===== src/rtl/ml_inference_scheduler_if.sv =====
// Request, engine and result signals of the inference scheduler.
// The scheduler connects through the slave modport; the requesting side
// (feature extractors, engine, alert logic) uses the master view.
interface ml_inference_scheduler_if #(
   parameter int NUM_CH = 4
);
   localparam int CW = 3;

   logic [NUM_CH-1:0]     req_valid;
   logic [NUM_CH*128-1:0] req_features;
   logic [NUM_CH-1:0]     req_ready;

   logic [127:0]          eng_features;
   logic                  eng_feature_valid;
   logic                  eng_ml_valid;
   logic [2:0]            eng_ml_class;
   logic [7:0]            eng_ml_confidence;

   logic                  res_valid;
   logic [CW-1:0]         res_channel;
   logic [2:0]            res_class;
   logic [7:0]            res_confidence;
   logic                  res_alert;

   modport slave (
      input  req_valid, req_features, eng_ml_valid, eng_ml_class, eng_ml_confidence,
      output req_ready, eng_features, eng_feature_valid,
             res_valid, res_channel, res_class, res_confidence, res_alert
   );

   modport master (
      output req_valid, req_features, eng_ml_valid, eng_ml_class, eng_ml_confidence,
      input  req_ready, eng_features, eng_feature_valid,
             res_valid, res_channel, res_class, res_confidence, res_alert
   );
endinterface


===== src/rtl/ml_inference_scheduler.sv =====
// Round-robin scheduler sharing one fixed-latency in-order inference engine
// between NUM_CH requesters. Each issue is tagged with its channel in a small
// FIFO; results pop the head tag and are returned to the owning channel.
module ml_inference_scheduler #(
   parameter int NUM_CH = 4
) (
   input  logic                 clk,
   input  logic                 rst,
   input  logic                 enable,
   input  logic [7:0]           cfg_min_conf,
   ml_inference_scheduler_if.slave bus,
   output logic [NUM_CH-1:0]    ch_busy,
   output logic                 idle,
   output logic                 err_orphan,
   output logic [15:0]          stat_issued
);
   localparam int CW    = 3;
   localparam int DEPTH = 8;

   logic [CW-1:0]     last_grant;
   logic [CW-1:0]     tag_mem [DEPTH];
   logic [2:0]        wr_ptr;
   logic [2:0]        rd_ptr;
   logic [3:0]        tag_count;
   logic              tag_full;
   logic              tag_empty;
   logic [CW-1:0]     head;
   logic [NUM_CH-1:0] eligible;
   logic [NUM_CH-1:0] grant;
   logic [CW-1:0]     grant_idx;
   logic              found;
   logic              xfer;
   logic              pop;
   logic              orphan;
   logic [127:0]      sel_features;

   assign tag_full  = (tag_count == 4'd8);
   assign tag_empty = (tag_count == 4'd0);
   assign head      = tag_mem[rd_ptr];
   assign pop       = bus.eng_ml_valid & ~tag_empty;
   assign orphan    = bus.eng_ml_valid & tag_empty;
   assign idle      = tag_empty;

   // reset gating keeps req_ready low during the reset cycle itself
   assign eligible  = bus.req_valid & ~ch_busy & {NUM_CH{enable & ~tag_full & ~rst}};

   // round-robin pick: channels above last_grant first, then wrap to the bottom
   always_comb begin
      grant     = '0;
      grant_idx = '0;
      found     = 1'b0;
      for (int i = 0; i < NUM_CH; i++) begin
         if (!found && eligible[i] && (CW'(i) > last_grant)) begin
            grant[i]  = 1'b1;
            grant_idx = CW'(i);
            found     = 1'b1;
         end
      end
      for (int i = 0; i < NUM_CH; i++) begin
         if (!found && eligible[i] && (CW'(i) <= last_grant)) begin
            grant[i]  = 1'b1;
            grant_idx = CW'(i);
            found     = 1'b1;
         end
      end
   end

   assign bus.req_ready = grant;
   assign xfer          = |grant;

   // feature vector of the granted channel
   always_comb begin
      sel_features = '0;
      for (int i = 0; i < NUM_CH; i++) begin
         if (grant[i]) sel_features = bus.req_features[i*128 +: 128];
      end
   end

   // issue stage: registered engine strobe, arbitration pointer and issue counter
   always_ff @(posedge clk) begin
      if (rst) begin
         bus.eng_feature_valid <= 1'b0;
         bus.eng_features      <= '0;
         last_grant            <= CW'(NUM_CH - 1);
         stat_issued           <= 16'd0;
      end else begin
         bus.eng_feature_valid <= xfer;
         if (xfer) begin
            bus.eng_features <= sel_features;
            last_grant       <= grant_idx;
            stat_issued      <= stat_issued + 16'd1;
         end
      end
   end

   // tag storage needs no reset; validity is tracked by the pointers
   always_ff @(posedge clk) begin
      if (xfer) tag_mem[wr_ptr] <= grant_idx;
   end

   // tag FIFO pointers and occupancy
   always_ff @(posedge clk) begin
      if (rst) begin
         wr_ptr    <= 3'd0;
         rd_ptr    <= 3'd0;
         tag_count <= 4'd0;
      end else begin
         if (xfer) wr_ptr <= wr_ptr + 3'd1;
         if (pop)  rd_ptr <= rd_ptr + 3'd1;
         case ({xfer, pop})
            2'b10:   tag_count <= tag_count + 4'd1;
            2'b01:   tag_count <= tag_count - 4'd1;
            default: tag_count <= tag_count;
         endcase
      end
   end

   // retire stage: return result to the head-of-FIFO owner, flag orphans
   always_ff @(posedge clk) begin
      if (rst) begin
         bus.res_valid      <= 1'b0;
         bus.res_channel    <= '0;
         bus.res_class      <= 3'd0;
         bus.res_confidence <= 8'd0;
         bus.res_alert      <= 1'b0;
         err_orphan         <= 1'b0;
      end else begin
         bus.res_valid <= pop;
         if (pop) begin
            bus.res_channel    <= head;
            bus.res_class      <= bus.eng_ml_class;
            bus.res_confidence <= bus.eng_ml_confidence;
            bus.res_alert      <= (bus.eng_ml_class != 3'd0) &&
                                  (bus.eng_ml_confidence >= cfg_min_conf);
         end
         if (orphan) err_orphan <= 1'b1;
      end
   end

   // busy spans issue through the result pulse; a new grant wins over the clear
   always_ff @(posedge clk) begin
      if (rst) begin
         ch_busy <= '0;
      end else begin
         for (int i = 0; i < NUM_CH; i++) begin
            if (grant[i])
               ch_busy[i] <= 1'b1;
            else if (bus.res_valid && (bus.res_channel == CW'(i)))
               ch_busy[i] <= 1'b0;
         end
      end
   end
endmodule

===== src/flat_wrapper.sv =====
// flat-port wrapper written by rule: the top's interface ports become plain ports
module ml_inference_scheduler_flat 
#(
   parameter int NUM_CH = 4
)
  (clk, rst, enable, cfg_min_conf, ch_busy, idle, err_orphan, stat_issued, bus_req_valid, bus_req_features, bus_eng_ml_valid, bus_eng_ml_class, bus_eng_ml_confidence, bus_req_ready, bus_eng_features, bus_eng_feature_valid, bus_res_valid, bus_res_channel, bus_res_class, bus_res_confidence, bus_res_alert);
  ml_inference_scheduler_if #(.NUM_CH(NUM_CH)) bus_i ();
  input  logic clk;
  input  logic rst;
  input  logic enable;
  input  logic [7:0] cfg_min_conf;
  output logic [NUM_CH-1:0] ch_busy;
  output logic idle;
  output logic err_orphan;
  output logic [15:0] stat_issued;
  input wire logic [$bits(bus_i.req_valid)-1:0] bus_req_valid;
  input wire logic [$bits(bus_i.req_features)-1:0] bus_req_features;
  input wire logic [$bits(bus_i.eng_ml_valid)-1:0] bus_eng_ml_valid;
  input wire logic [$bits(bus_i.eng_ml_class)-1:0] bus_eng_ml_class;
  input wire logic [$bits(bus_i.eng_ml_confidence)-1:0] bus_eng_ml_confidence;
  output wire logic [$bits(bus_i.req_ready)-1:0] bus_req_ready;
  output wire logic [$bits(bus_i.eng_features)-1:0] bus_eng_features;
  output wire logic [$bits(bus_i.eng_feature_valid)-1:0] bus_eng_feature_valid;
  output wire logic [$bits(bus_i.res_valid)-1:0] bus_res_valid;
  output wire logic [$bits(bus_i.res_channel)-1:0] bus_res_channel;
  output wire logic [$bits(bus_i.res_class)-1:0] bus_res_class;
  output wire logic [$bits(bus_i.res_confidence)-1:0] bus_res_confidence;
  output wire logic [$bits(bus_i.res_alert)-1:0] bus_res_alert;
  assign bus_i.req_valid = bus_req_valid;
  assign bus_i.req_features = bus_req_features;
  assign bus_i.eng_ml_valid = bus_eng_ml_valid;
  assign bus_i.eng_ml_class = bus_eng_ml_class;
  assign bus_i.eng_ml_confidence = bus_eng_ml_confidence;
  assign bus_req_ready = bus_i.req_ready;
  assign bus_eng_features = bus_i.eng_features;
  assign bus_eng_feature_valid = bus_i.eng_feature_valid;
  assign bus_res_valid = bus_i.res_valid;
  assign bus_res_channel = bus_i.res_channel;
  assign bus_res_class = bus_i.res_class;
  assign bus_res_confidence = bus_i.res_confidence;
  assign bus_res_alert = bus_i.res_alert;
  ml_inference_scheduler #(.NUM_CH(NUM_CH)) u_core (.clk(clk), .rst(rst), .enable(enable), .cfg_min_conf(cfg_min_conf), .bus(bus_i), .ch_busy(ch_busy), .idle(idle), .err_orphan(err_orphan), .stat_issued(stat_issued));
endmodule

===== config.mk =====
export PLATFORM = sky130hd
export DESIGN_NAME = ml_inference_scheduler_flat
export DESIGN_NICKNAME = d
export VERILOG_FILES = /design/src/rtl/ml_inference_scheduler_if.sv /design/src/rtl/ml_inference_scheduler.sv /design/src/flat_wrapper.sv
export SDC_FILE = /design/constraint.sdc
export NUM_CORES = 1
export LEC_CHECK = 0
export ABC_AREA = 1
export BUFFER_PORTS_ARGS = -buffer_cell sky130_fd_sc_hd__buf_4
export CAP_MARGIN = 40
export CELL_PAD_IN_SITES_DETAIL_PLACEMENT = 0
export CELL_PAD_IN_SITES_GLOBAL_PLACEMENT = 2
export CORE_AREA = 2 2 273 275
export DETAILED_ROUTE_END_ITERATION = 10
export DIE_AREA = 0 0 275 277
export PLACE_DENSITY = 0.75
export SETUP_SLACK_MARGIN = 0.02
export SLEW_MARGIN = 15
export SYNTH_ARGS = -nofsm -noshare
export SYNTH_HDL_FRONTEND = slang
export SYNTH_SLANG_ARGS = --single-unit

===== constraint.sdc =====
create_clock -name clk -period 7.6 [get_ports clk]
set_input_delay 0.38 -clock clk [delete_from_list [all_inputs] [get_ports clk]]
set_output_delay 0.38 -clock clk [all_outputs]
set_load 0.01 [all_outputs]

==> impl_metrics.toml <==
[worst_hold_path]
hold_class = "primary input to register"

[critical_path]
critPathArrivalTime_ns = 3.61
cp_max_fo = 52
critPathCaptureType = "output pin"
crit_type = "register to output pin"
cp-start-kind = "register"
cp.required_ns = 7.22

[die]
io_pins = 710
die-area_um2 = 76200
core_area_um2 = 73600
die_y_um = 277
rows = 100
start_util_pct = 16.1
die_w_um = 275

[clock_tree]
cts_setup_buffers = 0
clock_latency_ns = 0.51
cts_made_buffers = 17
root_buffer = "clkbuf_16"
ctsResizeCount = 0
cts_sinks = 193
clkTransAtPathRegs_ns = 0.10
ctsHtreeMaxLevel = 4
cts_tree = "built"
clk_path_buf_depth = 2
postCtsHoldBufs = 0

[final_layout]
final_common_cell = "nand2_1"
nets = 3236
fin_area_um2 = 18700
drive_above_1_share_pct = 29.0
seqCellArea_um2 = 4020
mostFrequentLayoutCells = "956 x nand2_1, 722 x buf_4, 312 x nor2_1, 177 x dfxtp_1, 174 x inv_1"
syn2layout_area_growth_pct = 57.6
multiInputGateArea_um2 = 6590
final_cells = 3672
fillers = 8578

[placed_design]
place_ws_ns = 3.66
post-dp-hpwl_mm = 48.5
io_buffer_count = 708
placed_area_um2 = 18000
routabilityCongestion = 0.799
place_inst = 3632

[yosys]
synth-main-ff-cell = "dfxtp_1"
ys_types = 36
synth_nets = 2604
synth_edf_count = 16
ys_warn_count = 0
ys_seq_area_share_pct = 33.9
synthesis.area_um2 = 11900
netlist_instances = 2051
syn_avg_cell_area_um2 = 5.78
async_reset_ff_share_pct = 0
synth_seq_cells = 193

[sta]
relSlewSlack_pct = 38.3
maxSlewViolCount = 0
hold_viol_final = 0
setup_ws_ns = 3.61
fin_tns_setup_ns = 0
tightest_slew_ns = 0.926
finalCritPeriodShare_pct = 52.5
rsz0062_at_grt = "false"
fmaxAchievable_mhz = 251
final-setup-viol-count = 0
period_minus_slack_ns = 3.99
skew_ns = 0.0301

[grt]
grt_usage_pct = 15.8
grt-busiest-layer = "met2"
grt_pass1_vias = 14334
grt_pass1_wl_mm = 89.6
grt_max_degree = 77
globalRouteOverflowTotal = 0
use_met2_pct = 28.4
gr-usage-met3_pct = 5.04
antenna_found_initial = 12
use_met1_pct = 17.8

[drt]
first_iter_violations = 586
first_pass_iters = 4
via_count = 14409
via_per_inst = 3.92
postRouteAntennaNets = 0
wl_mm = 61.8
drcViolationCount = 0
routedWlPerCell_um = 16.8

[pwr]
p_leak_nw = 9.49
p_per_area_nw_per_um2 = 220
p_total_mw = 4.10
ir_drop_v = 0.000132

[status]
outcome = "complete, no violations"

[flow_run]
cap_violations = 0
## registers in the layout (all words and copies together), names as in the netlist
signal,flops
u_core.bus.eng_feature_valid,1
u_core.bus.eng_features,128
u_core.bus.res_alert,1
u_core.bus.res_channel,2
u_core.bus.res_class,3
u_core.bus.res_confidence,8
u_core.bus.res_valid,1
u_core.ch_busy,4
u_core.err_orphan,1
u_core.last_grant,2
u_core.rd_ptr,3
u_core.stat_issued,16
u_core.tag_count,4
u_core.tag_mem,16
u_core.wr_ptr,3
## worst max-delay path: stages, from the launching register on
cell and delay, ns:
dfxtp_1 0.37, nor2_2 0.19, nand2_4 0.11, nand4_4 0.13
nand2_1 0.10, nor2_1 0.12, nand3_2 0.13, nand2_4 0.44
buf_4 0.55, buf_4 0.59, buf_4 0.23
## cells in the mapped netlist, types with 3 or more instances
| cell type | n | area, um2 |
|---|---|---|
| nand2_1 | 957 | 3590 |
| nor2_1 | 312 | 1170 |
| dfxtp_1 | 177 | 3540 |
| inv_1 | 175 | 657 |
| nand3_1 | 162 | 811 |
| buf_2 | 40 | 200 |
| clkbuf_1 | 36 | 135 |
| a21oi_1 | 35 | 175 |
| buf_4 | 32 | 240 |
| o21ai_0 | 22 | 110 |
| edfxtp_1 | 16 | 480 |
| ha_1 | 14 | 175 |
| xor2_1 | 10 | 87.6 |
| nand4_1 | 7 | 43.8 |
| xnor2_1 | 7 | 61.3 |
| nor2_2 | 5 | 31.3 |
| inv_2 | 4 | 15.0 |
| o211ai_1 | 4 | 30.0 |
| buf_1 | 3 | 11.3 |
| nand3_2 | 3 | 30.0 |
| nor2_4 | 3 | 33.8 |
| nor3_1 | 3 | 15.0 |
| o31ai_1 | 3 | 22.5 |
| or2_2 | 3 | 18.8 |
## metrics by stage
step | utilization, % | hold slack, ns
2_1_floorplan | - | 0.464
6_report | 25.4 | 0.101
5_1_grt | 25.4 | 0.0676
3_3_place_gp | 24.4 | 0.455
3_5_place_dp | 24.5 | 0.457
4_1_cts | 25.3 | 0.0444
## report_power, final
| group | internal (mW) | total (mW) | leakage (nW) | switching (mW) |
|---|---|---|---|---|
| clock | 0.462 | 1.02 | 0.304 | 0.554 |
| sequential | 1.23 | 1.36 | 1.61 | 0.133 |
| combinational | 0.731 | 1.73 | 7.58 | 0.996 |
| total | 2.42 | 4.10 | 9.49 | 1.68 |
## worst paths after layout
kind | from | to | slack (ns) | depth (start not counted)
setup / recovery | u_core.tag_count[0] | bus_req_ready[1] | 3.61 | 10
hold / removal | bus_eng_ml_confidence[1] | u_core.bus.res_confidence[1] | 0.10 | 3
setup reg to reg | u_core.ch_busy[1] | u_core.bus.eng_features[112] | 4.08 | 13
hold reg to reg | u_core.bus.res_class[2] | u_core.bus.res_class[2] | 0.47 | 2
## cell type report
type,count,area share (%)
tap,969,6.49
clock inverter,15,1.14
antenna,7,0.0937
clock buffer,17,2.28
multi-input combinational,1566,35.3
timing repair buffer,726,29.6
sequential,193,21.5
inverter,179,3.62
## cells by family after synthesis
kind of cell	Yosys count	share of synthesized area, %
compound gates	71	3.35
xor+xnor	17	1.26
fa+ha+maj	14	1.48
buf+inv	292	10.8
flops	193	33.9
mux	2	0.169
other cells	1	0.0316
simple gates	1461	49.0
## routing by layer
metal / vias up / part of all wire [%]
met1: 6450 / 40
li1: 7478 / -
met3: 38 / 7.4
met4: 8 / 1.3
met5: - / 0.097
met2: 435 / 51
(Power assumes the default switching activity.)
